**config.mk**
```make
export PLATFORM = sky130hd
export DESIGN_NAME = ysyx_23060236_mdu
export DESIGN_NICKNAME = d
export VERILOG_FILES = /design/src/rtl/ysyx_23060236_mdu_pkg.sv /design/src/rtl/ysyx_23060236_mdu_div.sv /design/src/rtl/ysyx_23060236_mdu.sv
export SDC_FILE = /design/constraint.sdc
export NUM_CORES = 2
export LEC_CHECK = 0
export ABC_CLOCK_PERIOD_IN_PS = 12550
export CAP_MARGIN = 20
export CELL_PAD_IN_SITES_DETAIL_PLACEMENT = 1
export CELL_PAD_IN_SITES_GLOBAL_PLACEMENT = 2
export CORE_MARGIN = 2
export CORE_UTILIZATION = 37
export DETAILED_ROUTE_END_ITERATION = 10
export HOLD_SLACK_MARGIN = 0.02
export PLACE_DENSITY = 0.92
export SLEW_MARGIN = 10
export SYNTH_ARGS = -nofsm -noshare
export SYNTH_HDL_FRONTEND = slang
export SYNTH_SLANG_ARGS = --single-unit
```
**constraint.sdc**
```tcl
create_clock -name clock -period 12.55 [get_ports clock]
set_input_delay 2.51 -clock clock [delete_from_list [all_inputs] [get_ports clock]]
set_output_delay 2.51 -clock clock [all_outputs]
set_load 0.1 [all_outputs]
```
**src/rtl/ysyx_23060236_mdu_pkg.sv**
```systemverilog
// Shared op encodings (funct3) and FSM state encodings for the multiply/divide unit.
package ysyx_23060236_mdu_pkg;

    localparam logic [2:0] OP_MUL    = 3'b000;
    localparam logic [2:0] OP_MULH   = 3'b001;
    localparam logic [2:0] OP_MULHSU = 3'b010;
    localparam logic [2:0] OP_MULHU  = 3'b011;
    localparam logic [2:0] OP_DIV    = 3'b100;
    localparam logic [2:0] OP_DIVU   = 3'b101;
    localparam logic [2:0] OP_REM    = 3'b110;
    localparam logic [2:0] OP_REMU   = 3'b111;

    typedef enum logic [1:0] {
        S_IDLE = 2'd0,
        S_MUL  = 2'd1,
        S_DIV  = 2'd2,
        S_DONE = 2'd3
    } state_t;

    function automatic logic is_mul_op(input logic [2:0] f);
        return ~f[2];
    endfunction

endpackage

```
**src/rtl/ysyx_23060236_mdu_div.sv**
```systemverilog
// Restoring divider datapath: operand magnitudes, one restoring step per cycle,
// sign fix-up of the stepped values, and the divide-by-zero / overflow fast paths.
module ysyx_23060236_mdu_div #(
    parameter int XLEN = 32
) (
    input  logic            clock,
    input  logic            reset,
    input  logic            start,
    input  logic            step,
    input  logic            is_signed,
    input  logic [XLEN-1:0] dividend,
    input  logic [XLEN-1:0] divisor,
    output logic            fast,
    output logic [XLEN-1:0] fast_quo,
    output logic [XLEN-1:0] fast_rem,
    output logic [XLEN-1:0] quo,
    output logic [XLEN-1:0] rem
);
    logic [XLEN-1:0] r_q, q_q, d_q;
    logic            neg_q, neg_r;
    logic            a_neg, b_neg, div_zero, ovf;
    logic [XLEN-1:0] a_mag, b_mag, r_next, q_next;
    logic [XLEN:0]   shifted, diff;

    always_comb begin
        a_neg    = is_signed & dividend[XLEN-1];
        b_neg    = is_signed & divisor[XLEN-1];
        a_mag    = a_neg ? -dividend : dividend;
        b_mag    = b_neg ? -divisor : divisor;
        div_zero = (divisor == '0);
        ovf      = is_signed & (dividend == {1'b1, {(XLEN-1){1'b0}}}) & (divisor == '1);
        fast     = div_zero | ovf;
        fast_quo = div_zero ? '1 : dividend;
        fast_rem = div_zero ? dividend : '0;
    end

    // One restoring step; the outputs show the sign-fixed values after this step,
    // so on the final iteration they are the finished quotient and remainder.
    always_comb begin
        shifted = {r_q, q_q[XLEN-1]};
        diff    = shifted - {1'b0, d_q};
        r_next  = diff[XLEN] ? shifted[XLEN-1:0] : diff[XLEN-1:0];
        q_next  = {q_q[XLEN-2:0], ~diff[XLEN]};
        quo     = neg_q ? -q_next : q_next;
        rem     = neg_r ? -r_next : r_next;
    end

    always_ff @(posedge clock) begin
        if (reset) begin
            r_q   <= '0;
            q_q   <= '0;
            d_q   <= '0;
            neg_q <= 1'b0;
            neg_r <= 1'b0;
        end else if (start) begin
            r_q   <= '0;
            q_q   <= a_mag;
            d_q   <= b_mag;
            neg_q <= a_neg ^ b_neg;
            neg_r <= a_neg;
        end else if (step) begin
            r_q <= r_next;
            q_q <= q_next;
        end
    end

endmodule

```
**src/rtl/ysyx_23060236_mdu.sv**
```systemverilog
// RISC-V M-extension multiply/divide unit: iterative shift-add multiplier with
// MUL_UNROLL bits per cycle, restoring divider, single outstanding operation.
module ysyx_23060236_mdu
    import ysyx_23060236_mdu_pkg::*;
#(
    parameter int XLEN       = 32,
    parameter int MUL_UNROLL = 4
) (
    input  logic            clock,
    input  logic            reset,
    input  logic            in_valid,
    output logic            in_ready,
    input  logic [2:0]      funct3,
    input  logic [XLEN-1:0] src1,
    input  logic [XLEN-1:0] src2,
    input  logic            flush,
    output logic            out_valid,
    input  logic            out_ready,
    output logic [XLEN-1:0] result
);
    localparam int CW = $clog2(XLEN) + 1;

    if ((XLEN % MUL_UNROLL) != 0 || (MUL_UNROLL & (MUL_UNROLL - 1)) != 0) begin : g_bad_param
        $error("MUL_UNROLL must be a power of two dividing XLEN");
    end

    state_t            state, state_next;
    logic [2:0]        op;
    logic [CW-1:0]     cnt;
    logic [2*XLEN-1:0] acc, acc_next, mcand;
    logic [XLEN-1:0]   mplier;
    logic              mplier_signed, mcand_signed_in;
    logic              accept, mul_last, div_last;
    logic              div_fast;
    logic [XLEN-1:0]   div_fast_quo, div_fast_rem, div_quo, div_rem;

    // Handshakes: a request transfers when in_valid & in_ready & ~flush; a result
    // transfers when out_valid & out_ready. flush overrides both.
    assign accept          = (state == S_IDLE) & in_valid & ~flush;
    assign mul_last        = (cnt == CW'(XLEN / MUL_UNROLL - 1));
    assign div_last        = (cnt == CW'(XLEN - 1));
    assign mcand_signed_in = (funct3 != OP_MULHU);

    always_ff @(posedge clock) begin
        if (reset) state <= S_IDLE;
        else       state <= state_next;
    end

    always_comb begin
        state_next = state;
        case (state)
            S_IDLE: if (accept) begin
                if (is_mul_op(funct3)) state_next = S_MUL;
                else if (div_fast)     state_next = S_DONE;
                else                   state_next = S_DIV;
            end
            S_MUL:  if (flush) state_next = S_IDLE; else if (mul_last) state_next = S_DONE;
            S_DIV:  if (flush) state_next = S_IDLE; else if (div_last) state_next = S_DONE;
            S_DONE: if (flush | out_ready) state_next = S_IDLE;
            default: state_next = S_IDLE;
        endcase
    end

    always_comb begin
        in_ready  = (state == S_IDLE);
        out_valid = (state == S_DONE);
    end

    // A signed multiplier's top bit carries negative weight, so it is subtracted.
    always_comb begin
        acc_next = acc;
        for (int i = 0; i < MUL_UNROLL; i++) begin
            if (mplier[i]) begin
                if (mul_last && i == MUL_UNROLL - 1 && mplier_signed)
                    acc_next = acc_next - (mcand << i);
                else
                    acc_next = acc_next + (mcand << i);
            end
        end
    end

    always_ff @(posedge clock) begin
        if (reset) begin
            op            <= '0;
            cnt           <= '0;
            acc           <= '0;
            mcand         <= '0;
            mplier        <= '0;
            mplier_signed <= 1'b0;
            result        <= '0;
        end else if (accept) begin
            op            <= funct3;
            cnt           <= '0;
            acc           <= '0;
            mcand         <= {{XLEN{src1[XLEN-1] & mcand_signed_in}}, src1};
            mplier        <= src2;
            mplier_signed <= (funct3 == OP_MUL) | (funct3 == OP_MULH);
            if (!is_mul_op(funct3) && div_fast)
                result <= funct3[1] ? div_fast_rem : div_fast_quo;
        end else if (flush) begin
            cnt <= '0;
        end else if (state == S_MUL) begin
            acc    <= acc_next;
            mcand  <= mcand << MUL_UNROLL;
            mplier <= mplier >> MUL_UNROLL;
            cnt    <= cnt + CW'(1);
            if (mul_last)
                result <= (op == OP_MUL) ? acc_next[XLEN-1:0] : acc_next[2*XLEN-1:XLEN];
        end else if (state == S_DIV) begin
            cnt <= cnt + CW'(1);
            if (div_last)
                result <= op[1] ? div_rem : div_quo;
        end
    end

    ysyx_23060236_mdu_div #(.XLEN(XLEN)) u_div (
        .clock     (clock),
        .reset     (reset),
        .start     (accept & ~is_mul_op(funct3)),
        .step      (state == S_DIV),
        .is_signed (~funct3[0]),
        .dividend  (src1),
        .divisor   (src2),
        .fast      (div_fast),
        .fast_quo  (div_fast_quo),
        .fast_rem  (div_fast_rem),
        .quo       (div_quo),
        .rem       (div_rem)
    );

endmodule

```
==> results.ini <==
[sta]
grt_setup_unrepaired=false
slew_headroom=0.172
fmax_mhz=85.3
worst_pin_slew_ns=1.23
fin_crit_ns=11.72
final.setup_skew_ns=0.0158
finalHoldViolCount=0
fin_crit_sh=0.934
slew_violations=0
setup_viol=0
holdWs_ns=0.455
fin_tns_setup_ns=0

[cts]
cts.sinks=302
post_cts_buffers=0
clockRootBuffer=clkbuf_16
cts_tree=built
cts_inserted_buffers=38
clock_latency_ns=0.60
clkSlewWorstSetupHoldPaths_ns=0.07
clock_path_buffers=3
h-tree-depth=2

[die]
pin_count=106
die_x_um=321
rows=116
core_area_um2=99900
dieArea_um2=103000
die_height_um=321
start_util=0.373

[pwr]
swShare=0.566
p_switching_mw=5.42
p_int_mw=4.16
p_per_area_nw_per_um2=237
p_seq_frac=0.154
p_leak_nw=16.1
power_frac_comb=0.721
peakVddDrop_uv=209
pwr-share-clk=0.125

[global_route]
grt_pass1_vias=40817
grt_usage=0.323
grt-ovfl-total=0
grt_max_degree=99
grt_pass1_wl_um=257000
antenna_found_initial=8

[setup_path]
r2r_start=mcand[0]$_SDFFE_PP0P_
cp_num_buf_inv=3
worst_path_largest_cell_delay_ns=0.66
reg2reg_to=result[30]$_SDFFE_PP0P_
rrSetupSlack_ns=0.83
required_ns=13.05
slowest_stage=o32ai_1
critPathCaptureType=flip-flop
worstSetupPathType=reg2reg
crit_arrival_ns=12.22
r2r_cells=42
crit_top_cell=a21oi_1
crit_path_start_kind=flip-flop
crit_fanout=11
cp_top_family=compound AO/OA/AOI/OAI gates

[synthesis]
ys_dominant_reg_cell=dfxtp_1
synthCells=5302
synth_edf_count=0
seq_area_frac_synth=0.162
yosys.cell_types.count=105
synth_common_cells=611 x nor2_1, 598 x a21oi_1, 531 x nand2_1
synth_top_area_share=0.162
ys_top_cells_by_area=dfxtp_1 16%, ha_1 9.7%, a21oi_1 8.0%, nor2_1 6.2%, xnor2_1 5.5%
synth_most_common_cell=nor2_1
syn-num-nets=5668
synth-seq-cells=302
yosys.area.top_type=dfxtp_1
syn_area_um2=37200
avgSynthCellArea_um2=7.02
async_flop_share=0
ys_warn_count=0

[hold_path]
hold_path_end=u_div.neg_r$_SDFFE_PP0P_
hold_class=reg2reg
worstHoldStart=u_div.neg_r$_SDFFE_PP0P_
hold_path_depth=2

[placed_design]
place_area_um2=39100
gp_congestion=0.976
port_buffers=105
hpwl_um=136000

[layout]
fill_cells=12557
areaGrowthSynthToFinish_pct=8.79
final_cell_area_um2=40500
drive_above_1_share=0.0611
nNetsFinal=5526

[drt]
routed_wl_um=171000
drcViolationCount=0
wl_per_cell_um=26.3
ant_nets=0
vias=41104
firstDrtPassIters=6
via_per_inst=6.33
drt_first_iter_violations=3449

[run_status]
outcome=completed

[flow_run]
max_cap_viol_count=0

-- metal layers --
metal  vias up  global-route usage  wire length, um  part of all wire
met4         6               0.166             9910             0.058
met2      1360               0.521            76400              0.45
met3       318              0.0446            11200             0.066
met5         -                   0               43           0.00025
met1     20318               0.418            73300              0.43
li1      19102                   -                -                 -
-- metrics by stage --
stage	cells	power, mW	util	worst slack [ns]
2_1_floorplan	5302	6.20	-	2.77
3_3_place_gp	6416	8.07	0.392	0.311
3_5_place_dp	6417	8.20	0.392	0.210
4_1_cts	6487	9.42	0.405	0.110
5_1_grt	6488	10.2	0.405	0.0336
6_report	6490	9.58	0.405	0.829
-- placed cells by master, fill, tap and decap left out, types with 61 or more instances in the layout --
cell and count:
nor2_1 609, a21oi_1 596, nand2_1 530, o21ai_0 307
dfxtp_1 298, ha_1 288, xnor2_1 235, xor2_1 179
a211oi_1 166, inv_1 164, nor3_1 146, a21o_1 138
clkdlybuf4s50_1 104, mux2i_1 90, mux2_2 89, nand4_1 87
nand3_1 82, buf_4 61
-- state kept, by name, indices dropped and copies added, names as in the netlist --
name / cells
op: 3
acc: 64
u_div.r_q: 32
mplier: 32
cnt: 6
mplier_signed: 1
u_div.d_q: 32
mcand: 64
result: 32
u_div.q_q: 32
u_div.neg_q: 1
u_div.neg_r: 1
state: 2
-- area by class of cell --
type                       count  area, um^2  area share
tap                         1298        1620      0.0401
timing repair buffer         168        1520      0.0376
clock buffer                  49        1060      0.0262
sequential                   302        6060       0.150
inverter                     167         627      0.0155
clock inverter                21         251     0.00621
multi-input combinational   4483       29300       0.725
antenna                        2        5.00    0.000124
-- worst min-delay path, stage by stage (launching register included) --
cell and delay [ns]:
dfxtp_1 0.31, nand2_1 0.05, a21oi_1 0.05
-- timing repair --
item                       CTS  global route
hold buffers                 0             0
resized for setup            0            12
setup endpoints to repair    0             6
-- power groups by stage --
stage,clock [mW],combinational (mW),sequential [mW]
final,1.19,6.90,1.48
after global routing,1.24,7.46,1.49
after CTS,1.21,6.75,1.46
after detailed placement,0,6.72,1.48
after global placement,0,6.60,1.47
after floorplan,0,4.90,1.30
-- how the worst max path moves through the flow --
| stage | from | to | cells past startpoint |
|---|---|---|---|
| after floorplan | mcand[0]$_SDFFE_PP0P_ | acc[63]$_SDFFE_PP0P_ | 45 |
| after global placement | mcand[18]$_SDFFE_PP0P_ | result[30]$_SDFFE_PP0P_ | 37 |
| after detailed placement | mcand[19]$_SDFFE_PP0P_ | acc[63]$_SDFFE_PP0P_ | 38 |
| after CTS | mcand[19]$_SDFFE_PP0P_ | acc[63]$_SDFFE_PP0P_ | 38 |
| after global routing | mcand[1]$_SDFFE_PP0P_ | acc[63]$_SDFFE_PP0P_ | 47 |
| final | mcand[0]$_SDFFE_PP0P_ | result[30]$_SDFFE_PP0P_ | 42 |
-- logic make-up after synthesis --
group                    share of synthesized area
AO/OA/AOI/OAI                                0.309
XOR/XNOR                                    0.0981
adder cells (fa/ha/maj)                      0.102
buffers and inverters                       0.0529
flip-flops                                   0.162
multiplexers                                0.0523
AND/OR/NAND/NOR                              0.223
(Power assumes the default switching activity.)
